[src/rtl/int_ctrl.sv]
// Purpose : edge-latched, fixed-priority interrupt controller plus main/interrupt zero-carry flag banks.
// Latency : irq edge at n -> pending at n+1 -> ENTER (take_int) at n+2 -> first ISR instruction at n+3.
// Backpr. : none; requests stay in pending until ie=1 and the FSM is IDLE, with no nesting.
// Ports   : clk/reset (async, active-high); irq, ie_set/ie_clr, reti, pc_next, flag_we, alu_zero/alu_carry in;
//           interruption, take_int/vector, take_ret/ret_pc, zero/carry, ie, pending, int_ack out.
module int_ctrl #(
    parameter int                     NUM_IRQ    = 4,
    parameter int                     PC_WIDTH   = 10,
    parameter logic [PC_WIDTH-1:0]    VEC_BASE   = 10'h3F0,
    parameter int                     VEC_STRIDE = 4
) (
    input  logic                clk,
    input  logic                reset,
    input  logic [NUM_IRQ-1:0]  irq,
    input  logic                ie_set,
    input  logic                ie_clr,
    input  logic                reti,
    input  logic [PC_WIDTH-1:0] pc_next,
    input  logic                flag_we,
    input  logic                alu_zero,
    input  logic                alu_carry,
    output logic                interruption,
    output logic                take_int,
    output logic [PC_WIDTH-1:0] vector,
    output logic                take_ret,
    output logic [PC_WIDTH-1:0] ret_pc,
    output logic                zero,
    output logic                carry,
    output logic                ie,
    output logic [NUM_IRQ-1:0]  pending,
    output logic [NUM_IRQ-1:0]  int_ack
);

    localparam int IDX_W = (NUM_IRQ > 1) ? $clog2(NUM_IRQ) : 1;

    typedef enum logic [1:0] {IDLE, ENTER, SERVICE, EXIT} state_t;

    state_t              state_q, state_d;
    logic [NUM_IRQ-1:0]  irq_q;
    logic [NUM_IRQ-1:0]  pending_q, pending_d;
    logic [NUM_IRQ-1:0]  int_ack_q, int_ack_d;
    logic [PC_WIDTH-1:0] vector_q, vector_d;
    logic [PC_WIDTH-1:0] ret_pc_q, ret_pc_d;
    logic                ie_q, ie_d;
    logic                zero_m_q, zero_m_d, carry_m_q, carry_m_d;
    logic                zero_i_q, zero_i_d, carry_i_q, carry_i_d;

    logic                sel_vld;
    logic [IDX_W-1:0]    sel_idx;
    logic                in_service;

    // Lowest set index wins: scan from the top so the last hit is the lowest.
    always_comb begin
        sel_vld = 1'b0;
        sel_idx = '0;
        for (int i = NUM_IRQ - 1; i >= 0; i--) begin
            if (pending_q[i]) begin
                sel_vld = 1'b1;
                sel_idx = IDX_W'(i);
            end
        end
    end

    assign in_service = (state_q == SERVICE);

    always_comb begin
        state_d   = state_q;
        pending_d = pending_q;
        int_ack_d = int_ack_q;
        vector_d  = vector_q;
        ret_pc_d  = ret_pc_q;
        zero_m_d  = zero_m_q;
        carry_m_d = carry_m_q;
        zero_i_d  = zero_i_q;
        carry_i_d = carry_i_q;

        // Clear wins when both enable instructions collide.
        ie_d = ie_clr ? 1'b0 : (ie_set ? 1'b1 : ie_q);

        // Flags land in whichever bank the ALU is currently running in.
        if (flag_we) begin
            if (in_service) begin
                zero_i_d  = alu_zero;
                carry_i_d = alu_carry;
            end else begin
                zero_m_d  = alu_zero;
                carry_m_d = alu_carry;
            end
        end

        unique case (state_q)
            IDLE: begin
                if (ie_q && sel_vld) begin
                    pending_d[sel_idx] = 1'b0;
                    int_ack_d          = NUM_IRQ'(1) << sel_idx;
                    vector_d           = VEC_BASE + PC_WIDTH'(sel_idx) * PC_WIDTH'(VEC_STRIDE);
                    state_d            = ENTER;
                end
            end
            ENTER: begin
                ret_pc_d  = pc_next;
                zero_i_d  = 1'b0;
                carry_i_d = 1'b0;
                state_d   = SERVICE;
            end
            SERVICE: begin
                if (reti) begin
                    int_ack_d = '0;
                    state_d   = EXIT;
                end
            end
            EXIT: begin
                state_d = IDLE;
            end
            default: state_d = IDLE;
        endcase

        // A fresh edge on the bit being selected is not lost: set beats clear.
        pending_d = pending_d | (irq & ~irq_q);
    end

    always_ff @(posedge clk or posedge reset) begin
        if (reset) begin
            state_q   <= IDLE;
            irq_q     <= '0;
            pending_q <= '0;
            int_ack_q <= '0;
            vector_q  <= '0;
            ret_pc_q  <= '0;
            ie_q      <= 1'b0;
            zero_m_q  <= 1'b0;
            carry_m_q <= 1'b0;
            zero_i_q  <= 1'b0;
            carry_i_q <= 1'b0;
        end else begin
            state_q   <= state_d;
            irq_q     <= irq;
            pending_q <= pending_d;
            int_ack_q <= int_ack_d;
            vector_q  <= vector_d;
            ret_pc_q  <= ret_pc_d;
            ie_q      <= ie_d;
            zero_m_q  <= zero_m_d;
            carry_m_q <= carry_m_d;
            zero_i_q  <= zero_i_d;
            carry_i_q <= carry_i_d;
        end
    end

    assign interruption = in_service;
    assign take_int     = (state_q == ENTER);
    assign take_ret     = (state_q == EXIT);
    assign vector       = vector_q;
    assign ret_pc       = ret_pc_q;
    assign ie           = ie_q;
    assign pending      = pending_q;
    assign int_ack      = int_ack_q;
    assign zero         = in_service ? zero_i_q  : zero_m_q;
    assign carry        = in_service ? carry_i_q : carry_m_q;

endmodule

[config.mk]
export PLATFORM = sky130hd
export DESIGN_NAME = int_ctrl
export DESIGN_NICKNAME = d
export VERILOG_FILES = /design/src/rtl/int_ctrl.sv
export SDC_FILE = /design/constraint.sdc
export NUM_CORES = 1
export LEC_CHECK = 0
export ABC_AREA = 1
export BUFFER_PORTS_ARGS = -buffer_cell sky130_fd_sc_hd__buf_2
export CELL_PAD_IN_SITES_DETAIL_PLACEMENT = 1
export CELL_PAD_IN_SITES_GLOBAL_PLACEMENT = 2
export CORE_MARGIN = 3
export CORE_UTILIZATION = 24
export CTS_CLUSTER_DIAMETER = 40
export CTS_CLUSTER_SIZE = 28
export DETAILED_ROUTE_END_ITERATION = 10
export PLACE_DENSITY_LB_ADDON = 0.12
export SYNTH_ARGS = -nofsm -noshare
export SYNTH_HDL_FRONTEND = slang
export SYNTH_SLANG_ARGS = --single-unit
[constraint.sdc]
create_clock -name clk -period 1.4 [get_ports clk]
set_input_delay 0.07 -clock clk [delete_from_list [all_inputs] [get_ports clk]]
set_output_delay 0.07 -clock clk [all_outputs]
set_load 0.1 [all_outputs]
=== Word-level counts from Yosys, hierarchy flattened ===
Cells that the tools add are included.

* Register bits: 39
* Bits of input ports: 22
* Output and inout bits: 34
* Word-level logic and storage cells: 66

* Add/sub/neg operators: 1
* $lt $le $gt $ge: 2
* Eq/ne operators: 5
* Shift-type cells: 1
* Multiplexer cells: 28
* Bitwise operators: 6
* Reductions and logical operators: 12

{| class="wikitable"
|+ Operator list
! cell !! count
|-
| $mux 4 || 4
|-
| $mux 1 || 15
|-
| $mux 2 || 6
|-
| $and 4x4->4 || 2
|-
| $not 4->4 || 2
|-
| $pmux 2 s4 || 1
|-
| $pmux 4 s2 || 1
|-
| $reduce_and 2->1 || 4
|-
| $reduce_bool 2->1 || 4
|-
| $add 5x5->6 const A || 1
|-
| $eq 2x2->1 const B || 2
|-
| $ne 2x2->1 const B || 2
|-
| $or 4x4->4 || 1
|-
| $shl 1x2->4 const A || 1
|-
| $lt 2x3->1 const B || 1
|-
| $reduce_and 3->1 || 1
|-
| $demux 1 s2 || 1
|-
| $eq 2x1->1 const B || 1
|-
| $ge 2x1->1 const B || 1
|-
| $logic_and 1x1->1 || 2
|-
| $logic_not 2->1 || 1
|-
| $not 1->1 || 1
|}

=== Logic depth before layout (Yosys ltp) ===
* Depth in word-level cells: 13
* Gate-level depth with buffers: 8
* Gate-level depth less buffers: 8

=== Least setup slack after synthesis ===
OpenSTA, ideal clock, no wires.

* Path kind: flip-flop to output port
* Start point: register state_q[0]
* End point: output carry
* Data arrival time: 3.682 ns
* Setup slack: -2.352 ns
* Cell stages (with the launch flop): 5
* Buffers on the path: 0
* Path through: dfrtp_1 -> inv_1 -> ha_1 -> inv_2 -> o21ai_0

* Cells in the longest elaborated chain, start to end: 2

{| class="wikitable"
|+ RTL lines
! what !! RTL line !! source
|-
| from (decl) || 38 || <nowiki>state_t state_q, state_d;</nowiki>
|-
| from (signal assigned) || 136 || <nowiki>state_q <= state_d;</nowiki>
|-
| $eq 2x2->1 || 64 || <nowiki>assign in_service = (state_q == SERVICE);</nowiki>
|-
| via interruption || 22 || <nowiki>output logic interruption,</nowiki>
|-
| $mux 1 || 159 || <nowiki>assign carry = in_service ? carry_i_q : carry_m_q;</nowiki>
|-
| to (decl) || 28 || <nowiki>output logic carry,</nowiki>
|}

The timed path passes the listed nets, and every way through them passes these cells.

=== Final worst setup path ===
* Start point: register state_q[1]
* End point: output zero

* Cells in the longest elaborated chain, start to end: 2

{| class="wikitable"
|+ RTL lines
! what !! RTL line !! source
|-
| $eq 2x2->1 || 64 ||
|-
| $mux 1 || 158 || <nowiki>assign zero = in_service ? zero_i_q : zero_m_q;</nowiki>
|-
| to (decl) || 27 || <nowiki>output logic zero,</nowiki>
|}

Every way passes these cells.

==> impl_results.md <==
* Worst R2R Setup Slack at 0.01 ns
* Synth warnings at 0
* Overall routing resource usage at a little over an eighth
* Post-synth top area cell: dfrtp_1
* Critical Path Start Type: register
* Synth Flop Type: dfrtp_1
* Area contributors post-synth: dfrtp_1 57%, nand2_1 13%, o21ai_0 5.0%, inv_1 4.5%, buf_4 3.7%
* Setup TNS Final at -0.0668 ns
* Clk sinks at 32
* I/O pin count at 56
* F_max at 697 MHz
* Overflow left after global routing at 0
* Setup Crit Path Kind: reg2out
* Fraction of registers with async set/reset at between 90% and 100%
* Worst Hold Slack at 0.00678 ns
* Outcome: complete, but fails checks
* Total core area at ~5600 µm²
* Max incr delay on CP at about 0.39 ns
* Synth cell types at 22
* Arr. time, crit path at roughly 1.4 ns
* Die Wd at roughly 83 µm
* Synthesized area at 1410 µm²
* Final instance area at between 2000 and 2500 µm²
* Synth cell count leaders: 49 x nand2_1, 32 x dfrtp_1, 17 x inv_1, 14 x o21ai_0, 8 x nor2_1
* Slack of the critical path at -0.0355 ns
* Initial antenna violation count at 0
* Fillers at about 670
* Hold_sp: pc_next[1]
* Critical Path RT at between 1 and 1.5 ns
* FF-to-FF Start: state_q[1]$_DFFE_PP0P_
* CTS root buffer: clkbuf_8
* Vias at 1294
* Largest net degree at the start of global routing at 33
* Core Rows at 27
* Seq/Total Area, Yosys at a little under three fifths
* Clock Latency Late Sink at about 0.28 ns
* CTS tree: done
* Final nets at around 260
* Fraction of layout cells with a size suffix above 1 at roughly 43%
* H-tree Lvls at 2
* Critical Path, Cell by Cell: buf_6 > ha_4 > inv_8 > nand2_4 > o21ai_4 > buf_12
* DRT antenna net count at 0
* Setup Skew at between 0.007 and 0.008 ns
* Top fanout value on the critical path at 6
* Top cell type's share of synthesized area at a little under three fifths
* Slowest cell on the critical path: dfrtp_1
* # diodes at 0
* Worst slack at placement at -0.0133 ns
* Total CTS buffers at 5
* Fin. Hold Viols at 0
* Syn Inst Count at about 160
* Die area at ~6800 µm²
* Vias in the first global route at roughly 1400
* Setup-violating endpoint count in the final report at 2
* DRC errors left at 0
* Maxcap violations at 0
* Final WL at roughly 3.9 mm
* RSZ-0062 raised after global routing: true
* Initial DRC Count at 16
* CTS Buffer Depth at 2
* EDFF count, synth at 0
* Post-detail-place hpwl at roughly 2.9 mm
* Failing checks: setup timing
* Count leader, synth: nand2_1
* GPL Wtd Cong at between 0.7 and 0.8
* Min Tclk post-route at 1.44 ns
* Via density at 4.19
* Chip height at 82.7 µm
* First-pass GRT wire length at approximately 6.6 mm
* Area grow syn2layout at 59.9%
* Worst hold path class: in2reg
* #FFs+latches synth at 32
* Max-slew violation count at 0
* Syn Area/Cell at ~9.0 µm²
* Port bufs at 53
* Avg WL per Cell at between 10 and 15 µm
* Final Cycle Share at 103%
* Clock-pin slew on the worst setup and hold paths at 0.07 ns
* Initial Util at 25.2%
* Drt pass-1 iters at 2
* Worst Setup SP: state_q[1]$_DFFE_PP0P_
* Area post-placement at 1920 µm²
* Crit end category: primary output
## layout by cell type (no fill, tap or decap), types with 3 or more instances in the layout
master,n
o21ai_0,10
nand3_1,4
dfrtp_1,26
nand2_4,3
clkbuf_8,6
inv_1,14
buf_2,48
dlygate4sd3_1,16
nand2_2,4
buf_4,10
buf_12,5
nor2_1,8
nand2_1,45
dfrtp_2,6
## repair_timing
action,4_1_cts,5_1_grt
buffers inserted,4,2
endpoints found under the hold margin,46,0
setup endpoints to repair,4,22
hold buffers,16,0
pin swaps,3,2
resized for setup,7,7
## final timing paths
kind                                           to  cells after the start
max reg2reg                int_ack[2]$_DFFE_PP0P_                      6
max in group asynchronous    pending[3]$_DFF_PP0_                      4
max                                          zero                      6
min in group asynchronous   ret_pc[1]$_DFFE_PP0P_                      4
min reg2reg                  pending[2]$_DFF_PP0_                      1
min                         ret_pc[1]$_DFFE_PP0P_                      3
## critical path, delay by kind of cell, from the launching register on
family                   cells  cell delay [ns]
AO/OA/AOI/OAI                1             0.06
AND/OR/NAND/NOR              1             0.05
flip-flops                   1             0.39
buffers and inverters        3             0.41
adder cells (fa/ha/maj)      1             0.17
## stage by stage
stage,cells,utilization [%]
floorplan,158,-
global placement,279,34.2
detailed placement,279,34.2
CTS,307,39.7
global route,309,40.2
finish,309,40.2
## layout make-up
cell class / count / area, µm² / share of cell area [%]
Timing Repair Buffer: 80 / 587 / 26.0
Clock buffer: 8 / 90.1 / 3.99
Tap cell: 72 / 90.1 / 3.99
Multi-Input combinational cell: 99 / 603 / 26.7
Inverter: 18 / 78.8 / 3.49
Sequential cell: 32 / 808 / 35.8
## kinds of logic (layout without fill, tap and decap cells)
| family | after synthesis | after routing | synth area share [%] |
|---|---|---|---|
| buf+inv | 27 | 106 | 9.04 |
| mux | 2 | 2 | 1.60 |
| compound gates | 19 | 19 | 7.27 |
| flops | 32 | 32 | 56.7 |
| other cells | 1 | 2 | 0.266 |
| fa+ha+maj | 4 | 4 | 3.55 |
| simple gates | 72 | 72 | 21.5 |
## routing by layer
| metal | vias to the layer above | track usage [%] | share of wire (%) |
|---|---|---|---|
| met5 | - | 0 | 0 |
| met4 | 0 | 3.92 | 0.87 |
| met3 | 4 | 4.34 | 6.1 |
| met2 | 40 | 22.4 | 49 |
| met1 | 615 | 15.3 | 44 |
| li1 | 635 | - | - |
## state kept, by name, indices dropped and copies added, names as in the netlist
register	cells
ie	1
carry_i_q	1
zero_i_q	1
state_q	2
zero_m_q	1
irq_q	4
carry_m_q	1
vector	3
int_ack	4
pending	4
ret_pc	10
Power is not shown: default switching activity piles up to over one toggle a cycle in this logic, so the estimate is an artifact.
